<file path="src/rtl/spi_byte_tx.sv">
// spi_byte_tx: FIFO-buffered SPI mode-3 byte transmitter (MSB first) with
// a D/C line. Ports: basys_clk/reset_n, tick enable, valid/ready byte input
// (in_data, in_dc), SPI outputs cs_n/sclk/mosi/dc, busy and FIFO level.
module spi_byte_tx #(
  parameter int DEPTH = 4,
  parameter int LW    = 3
) (
  input  logic          basys_clk,
  input  logic          reset_n,
  input  logic          tick,
  input  logic          in_valid,
  output logic          in_ready,
  input  logic [7:0]    in_data,
  input  logic          in_dc,
  output logic          cs_n,
  output logic          sclk,
  output logic          mosi,
  output logic          dc,
  output logic          busy,
  output logic [LW-1:0] level
);

  localparam int AW = $clog2(DEPTH);

  typedef enum logic [1:0] {
    IDLE,
    SHIFT,
    HOLD
  } state_t;

  state_t state, state_d;

  logic [8:0]    mem [DEPTH];
  logic [AW-1:0] wr_ptr, rd_ptr;
  logic [LW-1:0] count;
  logic [8:0]    head;
  logic          full, empty;
  logic          push, load;

  logic [7:0] shreg, shreg_d;
  logic [2:0] bitcnt, bitcnt_d;
  logic       cs_n_d, sclk_d;
  logic       mosi_d, dc_d;

  assign full     = (count == LW'(DEPTH));
  assign empty    = (count == '0);
  assign in_ready = !full;
  assign push     = in_valid && !full;
  assign head     = mem[rd_ptr];
  assign level    = count;
  assign busy     = (state != IDLE) || !empty;

  always_ff @(posedge basys_clk) begin
    if (push) begin
      mem[wr_ptr] <= {in_dc, in_data};
    end
  end

  always_ff @(posedge basys_clk or negedge reset_n) begin
    if (!reset_n) begin
      wr_ptr <= '0;
      rd_ptr <= '0;
      count  <= '0;
    end else begin
      if (push) begin
        wr_ptr <= wr_ptr + 1'b1;
      end
      if (load) begin
        rd_ptr <= rd_ptr + 1'b1;
      end
      unique case ({push, load})
        2'b10:   count <= count + 1'b1;
        2'b01:   count <= count - 1'b1;
        default: count <= count;
      endcase
    end
  end

  always_ff @(posedge basys_clk or negedge reset_n) begin
    if (!reset_n) begin
      state <= IDLE;
    end else begin
      state <= state_d;
    end
  end

  always_ff @(posedge basys_clk or negedge reset_n) begin
    if (!reset_n) begin
      shreg  <= '0;
      bitcnt <= '0;
      cs_n   <= 1'b1;
      sclk   <= 1'b1;
      mosi   <= 1'b0;
      dc     <= 1'b0;
    end else begin
      shreg  <= shreg_d;
      bitcnt <= bitcnt_d;
      cs_n   <= cs_n_d;
      sclk   <= sclk_d;
      mosi   <= mosi_d;
      dc     <= dc_d;
    end
  end

  always_comb begin
    state_d  = state;
    shreg_d  = shreg;
    bitcnt_d = bitcnt;
    cs_n_d   = cs_n;
    sclk_d   = sclk;
    mosi_d   = mosi;
    dc_d     = dc;
    load     = 1'b0;

    unique case (state)
      IDLE: begin
        if (tick && !empty) begin
          load = 1'b1;
        end
      end
      SHIFT: begin
        if (tick) begin
          if (sclk) begin
            sclk_d = 1'b0;
            // bit 7 was already presented at load
            if (bitcnt != 3'd0) begin
              shreg_d = {shreg[6:0], 1'b0};
              mosi_d  = shreg[6];
            end
          end else begin
            sclk_d = 1'b1;
            if (bitcnt == 3'd7) begin
              state_d = HOLD;
            end else begin
              bitcnt_d = bitcnt + 3'd1;
            end
          end
        end
      end
      HOLD: begin
        if (tick) begin
          if (!empty) begin
            load = 1'b1;
          end else begin
            cs_n_d  = 1'b1;
            mosi_d  = 1'b0;
            state_d = IDLE;
          end
        end
      end
      default: begin
        state_d = IDLE;
      end
    endcase

    if (load) begin
      shreg_d  = head[7:0];
      dc_d     = head[8];
      mosi_d   = head[7];
      cs_n_d   = 1'b0;
      sclk_d   = 1'b1;
      bitcnt_d = 3'd0;
      state_d  = SHIFT;
    end
  end

endmodule

</file>
<file path="config.mk">
export PLATFORM = sky130hd
export DESIGN_NAME = spi_byte_tx
export DESIGN_NICKNAME = d
export VERILOG_FILES = /design/src/rtl/spi_byte_tx.sv
export SDC_FILE = /design/constraint.sdc
export NUM_CORES = 1
export LEC_CHECK = 0
export BUFFER_PORTS_ARGS = -buffer_cell sky130_fd_sc_hd__buf_4
export CORE_MARGIN = 10
export CORE_UTILIZATION = 43
export CTS_CLUSTER_SIZE = 8
export DETAILED_ROUTE_END_ITERATION = 8
export SYNTH_ARGS = -nofsm -noshare
export SYNTH_HDL_FRONTEND = slang
export SYNTH_SLANG_ARGS = --single-unit
</file>
<file path="constraint.sdc">
create_clock -name basys_clk -period 2.8 [get_ports basys_clk]
set_input_delay 0.14 -clock basys_clk [delete_from_list [all_inputs] [get_ports basys_clk]]
set_output_delay 0.14 -clock basys_clk [all_outputs]
set_load 0.01 [all_outputs]
</file>
==> metrics, run 1 <==
clock period minus worst slack 2140 ps; number of global-route vias before repair 1469; CTS HTree Levels 3; DP Wirelength 2870 um; global route overflow 0; Yosys Warn Count 0; final setup fails 0; slowest CP cell dfrtp_1; most frequent cell after synthesis edfxtp_1; HP Class input port to flip-flop; CP peak stage delay 420 ps; Vias 1344; Slew Viols, Final 0; first-pass GRT wire length 7160 um; die width 96.2 um; RR Endpoint level[2]; unrepaired setup endpoints after global routing false; post-CTS setup buffers 0; FF-to-FF Start level[0]; Area Growth Syn to Fin 19.8%; EDFF count, synth 36; Seq/Total Area, Yosys 66.5%; dominant synthesized flop cell edfxtp_1; clock buffer count from CTS 9; core area 5570 um2; Hold Startpoint in_data[5]; P_leak 1.24 nW; num rows 27; Final #Nets 219; Max Cap Viol 0; hold_ws 24.4 ps; skew final 7.79 ps; peak supply drop 0.000430 V; full die area 9250 um2; final core occ 53.6%; clk_lat worst skew 320 ps; Worst setup SP type flip-flop; worst hold endpoint mem[3][5]; I/O Pins 22; Synth Area per Inst 15.5 um2; DR vias/cell 4.91; # diodes 0; Synth top cells by count edfxtp_1 (36), dfrtp_1 (21), nand2_1 (16), inv_1 (11); Setup Crit Path Kind flip-flop to flip-flop; Clock Sinks 59; initial antenna violation count 0; top area cells in the synthesized netlist edfxtp_1 (43%), dfrtp_1 (21%), mux4_2 (8.1%), ha_1 (4.0%), mux2i_1 (3.6%); 1st-iter DRT viols 66; crit path capture type flip-flop; biggest area consumer among synthesized cells edfxtp_1; placed instance count 250; cells along the critical path inv_1, nand3_1, and2_1, inv_1, ha_1, inv_1, fa_1, xor2_1, nor2_1, xor2_1; drt first pass iters 4; syn nets 183; Routed Antenna Nets 0; CP required 3040 ps; status finished, final reports clean; Starting Density 44.8%; largest net degree at the start of global routing 24; Port Buffer Count 21; Post-Syn Area 2490 um2; crit-path max FO 6; post-CTS sizing 0; CP top delay family adder cells; fraction of layout cells with a size suffix above 1 25.7%; Synth cell types 33; asr flop ratio synth 39.0%; register bit total from synthesis 59; Worst-Margin Slew 675 ps; R2R cell count 10; hold path depth 1; Area after DPL 2730 um2; clock buffer depth 2; cell mode on critical path inv_1; Die H 96.2 um; final setup margin 661 ps; fin area 2990 um2; GPL Wtd Cong 0.706; reg2reg setup slack 660 ps; DRC 0; FMAX 468 MHz; Mapped Cells 161; dpl ws 676 ps; Final Hold Viols 0; Pwr per Cell Area 997 nW/um2; GRT Total Usage 10.6%; drt wl/cell 15.5 um; Rel. slew slack 55.0%; CTS root buffer clkbuf_8; CTS tree done; post-synth top area share 43.3%; total power 2.98 mW; Arr. time, crit path 2380 ps; Post-Route WL 4240 um; Non-Filler Instances 274; number of buffer and inverter stages on the critical path 3; final setup TNS 0 ps; Clock transition at path regs 60 ps; period utilization 76.4%
==> kinds of logic after synthesis <==
group / count (synthesis) / share of synthesized area, %
multiplexers: 19 / 12.2
XOR/XNOR: 8 / 2.81
buffers and inverters: 16 / 2.56
flip-flops: 59 / 66.5
AND/OR/NAND/NOR: 37 / 7.77
adder cells (fa/ha/maj): 9 / 4.81
AO/OA/AOI/OAI: 13 / 3.36
==> state kept, by name (all words and copies together), names as in the netlist <==
signal and count:
shreg 7, mosi 1, cs_n 1, wr_ptr 2, state 2, rd_ptr 2
mem 36, bitcnt 3, sclk 1, dc 1, level 3
==> cell usage in the layout, fill, tap and decap left out, drive strengths merged, types with 8 or more instances in the layout <==
cell type | Yosys | final
edfxtp | 36 | 36
buf | 3 | 22
dfrtp | 21 | 21
nand2 | 17 | 17
clkbuf | 2 | 14
inv | 11 | 11
mux2i | 9 | 9
mux4 | 9 | 9
o21ai | 8 | 8
ha | 8 | 8
dlygate4sd3 | 0 | 8
==> final cells by class <==
| type | instances | area [um2] |
|---|---|---|
| Multi-Input combinational cell | 86 | 772 |
| Clock inverter | 2 | 8.76 |
| Fill cell | 472 | 2580 |
| Clock buffer | 14 | 173 |
| Timing Repair Buffer | 30 | 245 |
| Tap cell | 72 | 90.1 |
| Sequential cell | 59 | 1660 |
| Inverter | 11 | 41.3 |
==> how the worst max path moves through the flow <==
stage | from | to | depth (start not counted)
after floorplan | level[0] | level[2] | 10
after global placement | level[0] | level[2] | 10
after detailed placement | level[0] | level[2] | 10
after CTS | level[0] | level[2] | 10
after global routing | level[0] | level[2] | 10
final | level[0] | level[2] | 10
==> timing repair <==
item | in CTS | in global routing
endpoints found under the setup margin | 0 | 0
hold buffers | 8 | 0
hold endpoints to repair | 51 | 0
==> power by group <==
| part | internal [mW] | switching (mW) | leakage, nW |
|---|---|---|---|
| logic | 0.465 | 0.426 | 0.543 |
| registers | 1.20 | 0.203 | 0.607 |
| clock network | 0.390 | 0.292 | 0.0941 |
==> worst reg2reg max path: stages (launching register included) <==
cell     delay, ps
dfrtp_1        420
inv_1          110
nand3_1        160
and2_1         240
inv_1           70
ha_1           170
inv_1           60
fa_1           370
xor2_1         150
nor2_1         130
xor2_1         170
==> layer usage <==
layer | part of all wire (%) | routed length, um | vias up | track usage [%]
met5 | 0 | 0 | - | 0
met4 | 1.8 | 77 | 0 | 6.39
met1 | 44 | 1860 | 658 | 12.4
met2 | 49 | 2090 | 27 | 16.4
li1 | - | - | 651 | -
met3 | 5.2 | 219 | 8 | 3.74
Note: power is estimated with default switching activity, not from simulation.
==> run 2: changes to the inputs <==
--- a/config.mk
+++ b/config.mk
@@ -5,6 +5,7 @@
 export SDC_FILE = /design/constraint.sdc
 export NUM_CORES = 1
 export LEC_CHECK = 0
+export ABC_AREA = 1
 export BUFFER_PORTS_ARGS = -buffer_cell sky130_fd_sc_hd__buf_4
 export CORE_MARGIN = 10
 export CORE_UTILIZATION = 43
==> constraint.sdc (replaced) <==
create_clock -name basys_clk -period 2.08 [get_ports basys_clk]
set_input_delay 0.104 -clock basys_clk [delete_from_list [all_inputs] [get_ports basys_clk]]
set_output_delay 0.104 -clock basys_clk [all_outputs]
set_load 0.01 [all_outputs]
==> run 2 against run 1 <==
  * Worst setup slack worse by 440 ps
  * Via count up 39%
  * Register-to-register slack worse by 440 ps
  * Maximum frequency up 15%
  * Non-clock buffer count up 9
  * Utilization up 1.1 points
  * Power up 53%
  * Largest cell class unchanged
  * Highest routed layer unchanged
==> metrics, run 2 <==
status finished, final reports clean; Largest regs mem x36, shreg x7; Rel. slew slack 72.3%; Clock Sinks 59; 1st-iter DRT viols 59; EDFF count, synth 36; final setup margin 220 ps; Synth Area per Inst 10.2 um2; cell mode on critical path nand2_1; reg2reg setup slack 220 ps; Starting Density 44.9%; unrepaired setup endpoints after global routing false; dpl ws 232 ps; global route overflow 0; Clock transition at path regs 70 ps; Mapped Cells 265; clock period minus worst slack 1860 ps; post-CTS sizing 0; clock buffer count from CTS 9; Slew Viols, Final 0; P_leak 1.48 nW; Seq/Total Area, Yosys 61.6%; Post-Route WL 5040 um; asr flop ratio synth 39.0%; DR vias/cell 4.81; period utilization 89.4%; post-synth top area share 40.1%; max reg flops 36; initial antenna violation count 0; Pwr per Cell Area 1390 nW/um2; Arr. time, crit path 2070 ps; CTS tree done; final setup TNS 0 ps; fillers 512; Largest Register mem; post-CTS setup buffers 0; hold path depth 3; peak supply drop 0.000722 V; Port Buffer Count 21; Worst-Margin Slew 415 ps; CTS HTree Levels 3; commonest cells after routing, fill and taps aside nand2_1 (50), nor2_1 (37), edfxtp_1 (36); crit path capture type flip-flop; biggest area consumer among synthesized cells edfxtp_1; Vias 1871; DRC 0; Max Cap Viol 0; # diodes 0; Post-Syn Area 2690 um2; slowest CP cell dfrtp_1; Final Hold Viols 0; Synth top cells by count nand2_1 (50), nor2_1 (37), edfxtp_1 (36), inv_1 (29), o21ai_0 (26); Synth cell types 30; dominant synthesized flop cell edfxtp_1; fraction of layout cells with a size suffix above 1 18.5%; final setup fails 0; drt wl/cell 12.9 um; num rows 28; Final #Nets 331; clk_lat worst skew 330 ps; first-pass GRT wire length 8480 um; Yosys Warn Count 0; Worst setup SP type flip-flop; full die area 9830 um2; Setup Crit Path Kind flip-flop to flip-flop; Area Growth Syn to Fin 21.7%; CTS root buffer clkbuf_8; largest net degree at the start of global routing 28; HP Class input port to flip-flop; number of global-route vias before repair 1868; DP Wirelength 3360 um; top area cells in the synthesized netlist edfxtp_1 (40%), dfrtp_1 (20%), nand2_1 (7.0%), nor2_1 (5.2%), o21ai_0 (4.8%); register bit total from synthesis 59; clock buffer depth 2; most frequent cell after synthesis nand2_1; die width 99.1 um; FMAX 538 MHz; GRT Total Usage 10.7%; core area 5990 um2; drt first pass iters 4; skew final 4.44 ps; cts hold-fix bufs 10; CP required 2290 ps; Routed Antenna Nets 0; Die H 99.1 um; cells along the critical path nor2_1, nand2_1, nand2_1, ha_1, inv_1, fa_1, a21oi_1, o21ai_0, xor2_1; CP peak stage delay 420 ps; syn nets 287; I/O Pins 22; R2R cell count 9; commonest non-fill, non-tap cell in the layout nand2_1; crit-path max FO 4; GPL Wtd Cong 0.748
run 2: where the power goes:
group	leakage, nW	switching (mW)	internal, mW	total (mW)
Sequential	0.600	0.201	1.62	1.82
Clock	0.103	0.440	0.671	1.11
Combinational	0.776	1.00	0.629	1.63
Total	1.48	1.65	2.92	4.56
run 2: routing by layer:
layer	global-route usage [%]	routed length, um	vias up
met5	0	0	-
li1	-	-	956
met1	12.8	2320	876
met3	2.63	149	11
met2	16.9	2440	28
met4	6.84	124	0
run 2: final cells by class:
class	count	area, um2	area share, %
Inverter	35	131	4.01
Sequential cell	59	1660	50.6
Tap cell	75	93.8	2.86
Multi-Input combinational cell	165	865	26.4
Clock buffer	11	131	4.01
Timing Repair Buffer	39	318	9.70
Clock inverter	5	77.6	2.37
run 2: stage by stage:
stage                     area [um2]  hold WS, ps  util [%]  cells  power (mW)
after global placement          2970         27.9      49.5    363        3.46
after global routing            3280         87.3      54.7    389        4.95
after floorplan                 2690         -192         -    265        2.97
after detailed placement        2970         22.8      49.5    363        3.49
after CTS                       3280         62.5      54.7    389        4.63
final                           3280         76.0      54.7    389        4.56
run 2: path summary, 6_finish.rpt:
path,to,start
setup reg to reg,level[2],level[0]
hold reg to reg,mosi,mosi
max in group asynchronous,sclk,reset_n
min in group asynchronous,level[2],reset_n
setup / recovery,level[2],level[0]
hold / removal,sclk,tick
run 2: critical path: cells and delay by family, from the launching register on:
| family | cells | cell delay (ps) |
|---|---|---|
| DFF | 1 | 420 |
| AOI/OAI and AO/OA | 2 | 280 |
| buffers and inverters | 1 | 60 |
| and+or+nand+nor | 3 | 310 |
| xor gates and xnor gates | 1 | 150 |
| adders and majority gates | 2 | 520 |
run 2: cells by family (layout without fill, tap and decap cells):
| kind of cell | after synthesis | in the layout | share of synthesized area [%] |
|---|---|---|---|
| flops | 59 | 59 | 61.6 |
| simple gates | 119 | 119 | 19.8 |
| fa+ha+maj | 9 | 9 | 4.46 |
| xor+xnor | 4 | 4 | 1.30 |
| buf+inv | 41 | 90 | 6.27 |
| compound gates | 33 | 33 | 6.55 |
==> run 3: changes to the inputs <==
==> constraint.sdc (replaced) <==
create_clock -name basys_clk -period 2.08 [get_ports basys_clk]
set_input_delay 0.208 -clock basys_clk [delete_from_list [all_inputs] [get_ports basys_clk]]
set_output_delay 0.208 -clock basys_clk [all_outputs]
set_load 0.01 [all_outputs]
==> run 3 against run 2 <==
  * Sequential power about the same
  * Routed wire length grew 1.7%
  * Clock power up 13%
  * Global-route usage is 0.19 points higher
  * Cell count down 2.3%
  * Die area did not move
  * Largest power group unchanged
==> metrics, run 3 (same netlist as run 2, synthesis figures left out) <==
status finished, final reports clean; num rows 28; # diodes 0; drt first pass iters 4; largest net degree at the start of global routing 28; R2R cell count 9; clk_lat worst skew 340 ps; Clock Sinks 59; fraction of layout cells with a size suffix above 1 19.3%; Rel. slew slack 73.6%; CTS root buffer clkbuf_8; placed instance count 363; final setup TNS 0 ps; hold_ws 68.0 ps; GPL Wtd Cong 0.754; GRT Total Usage 10.9%; worst hold endpoint mem[0][1]; met3 wire len 222 um; switching pwr 1.68 mW; dpl ws 212 ps; clock buffer count from CTS 9; first-pass GRT wire length 8490 um; Non-Filler Instances 380; Starting Density 44.9%; unrepaired setup endpoints after global routing false; final setup margin 203 ps; peak supply drop 0.000663 V; DRC 0; CP required 2300 ps; I/O Pins 22; Vias 1844; Routed Antenna Nets 0; Largest Register mem; FF-to-FF Start level[1]; fin area 3220 um2; Slew Viols, Final 0; 1st-iter DRT viols 112; Port Buffer Count 21; full die area 9830 um2; initial antenna violation count 0; Area Growth Syn to Fin 19.4%; final setup fails 0; Post-Route WL 5120 um; CTS HTree Levels 3; Setup Crit Path Kind flip-flop to flip-flop; Hold Startpoint in_data[1]; combinational group share of total power 34.8%; P_leak 1.46 nW; max reg flops 36; reg2reg setup slack 200 ps; Sequential Power Share 38.6%; commonest cells after routing, fill and taps aside nand2_1 (50), nor2_1 (37), edfxtp_1 (36); Worst-Margin Slew 395 ps; Clock transition at path regs 70 ps; DR vias/cell 4.85; HP Class input port to flip-flop; hold path depth 1; WL met1 2340 um; crit-path max FO 4; DP Wirelength 3420 um; CTS tree done; drt wl/cell 13.5 um; highest routed metal layer met4; part of the power in the clock network 26.6%; Final #Nets 322; clock buffer depth 2; skew final 4.12 ps; Die H 99.1 um; die width 99.1 um; Worst setup SP type flip-flop; core area 5990 um2; Pwr per Cell Area 1470 nW/um2; Area after DPL 2970 um2; commonest non-fill, non-tap cell in the layout nand2_1; Largest regs mem x36, shreg x7; clock period minus worst slack 1880 ps; Final Hold Viols 0; RR Endpoint level[2]; Arr. time, crit path 2090 ps; period utilization 90.2%; global route overflow 0; metal2 WL 2480 um; FMAX 533 MHz; post-CTS sizing 0; number of global-route vias before repair 1781; Max Cap Viol 0; Int Pwr 3.03 mW; crit path capture type flip-flop; switch share 35.7%
[run 3: through the flow]
| step | power [mW] | util [%] |
|---|---|---|
| 5_1_grt | 5.08 | 53.7 |
| 3_3_place_gp | 3.46 | 49.5 |
| 4_1_cts | 4.78 | 53.7 |
| 2_1_floorplan | 2.97 | - |
| 6_report | 4.71 | 53.7 |
| 3_5_place_dp | 3.50 | 49.5 |
[run 3: metal layers]
metal / track usage (%) / vias to the layer above
met5: 0 / -
met4: 5.62 / 0
met3: 4.08 / 6
met2: 16.7 / 33
met1: 13.0 / 865
li1: - / 940
[run 3: area by class of cell]
cell class | count | area [um2]
Fill cell | 533 | 2780
Sequential cell | 59 | 1660
Multi-Input combinational cell | 165 | 865
Timing Repair Buffer | 30 | 228
Inverter | 35 | 131
Clock buffer | 9 | 124
Clock inverter | 7 | 115
Tap cell | 75 | 93.8
[run 3: worst max-delay path, cell delays in order (launching register included)]
cell	delay (ps)
dfrtp_1	410
nor2_1	160
nand2_1	80
nand2_1	90
ha_1	150
inv_1	60
fa_1	370
a21oi_1	150
o21ai_0	120
xor2_1	150
[run 3: power groups by stage]
stage	clock network, mW	registers, mW	logic, mW
5_1_grt	1.34	1.86	1.88
3_5_place_dp	0	1.84	1.66
2_1_floorplan	0	1.81	1.16
3_3_place_gp	0	1.84	1.62
4_1_cts	1.29	1.82	1.67
6_report	1.25	1.82	1.64
[run 3: timing repair]
item | in CTS | in global routing
setup endpoints to repair | 0 | 0
hold endpoints to repair | 21 | 0
buffers inserted | 0 | 0
hold buffers | 1 | 0
[run 3: worst max path at each step]
stage | end | slack, ps | startpoint | depth (start not counted)
2_1_floorplan | level[2] | 120 | level[1] | 9
3_3_place_gp | level[2] | 290 | level[1] | 9
3_5_place_dp | level[2] | 210 | level[0] | 9
4_1_cts | level[2] | 200 | level[1] | 9
5_1_grt | level[2] | 50 | level[0] | 9
6_report | level[2] | 200 | level[1] | 9
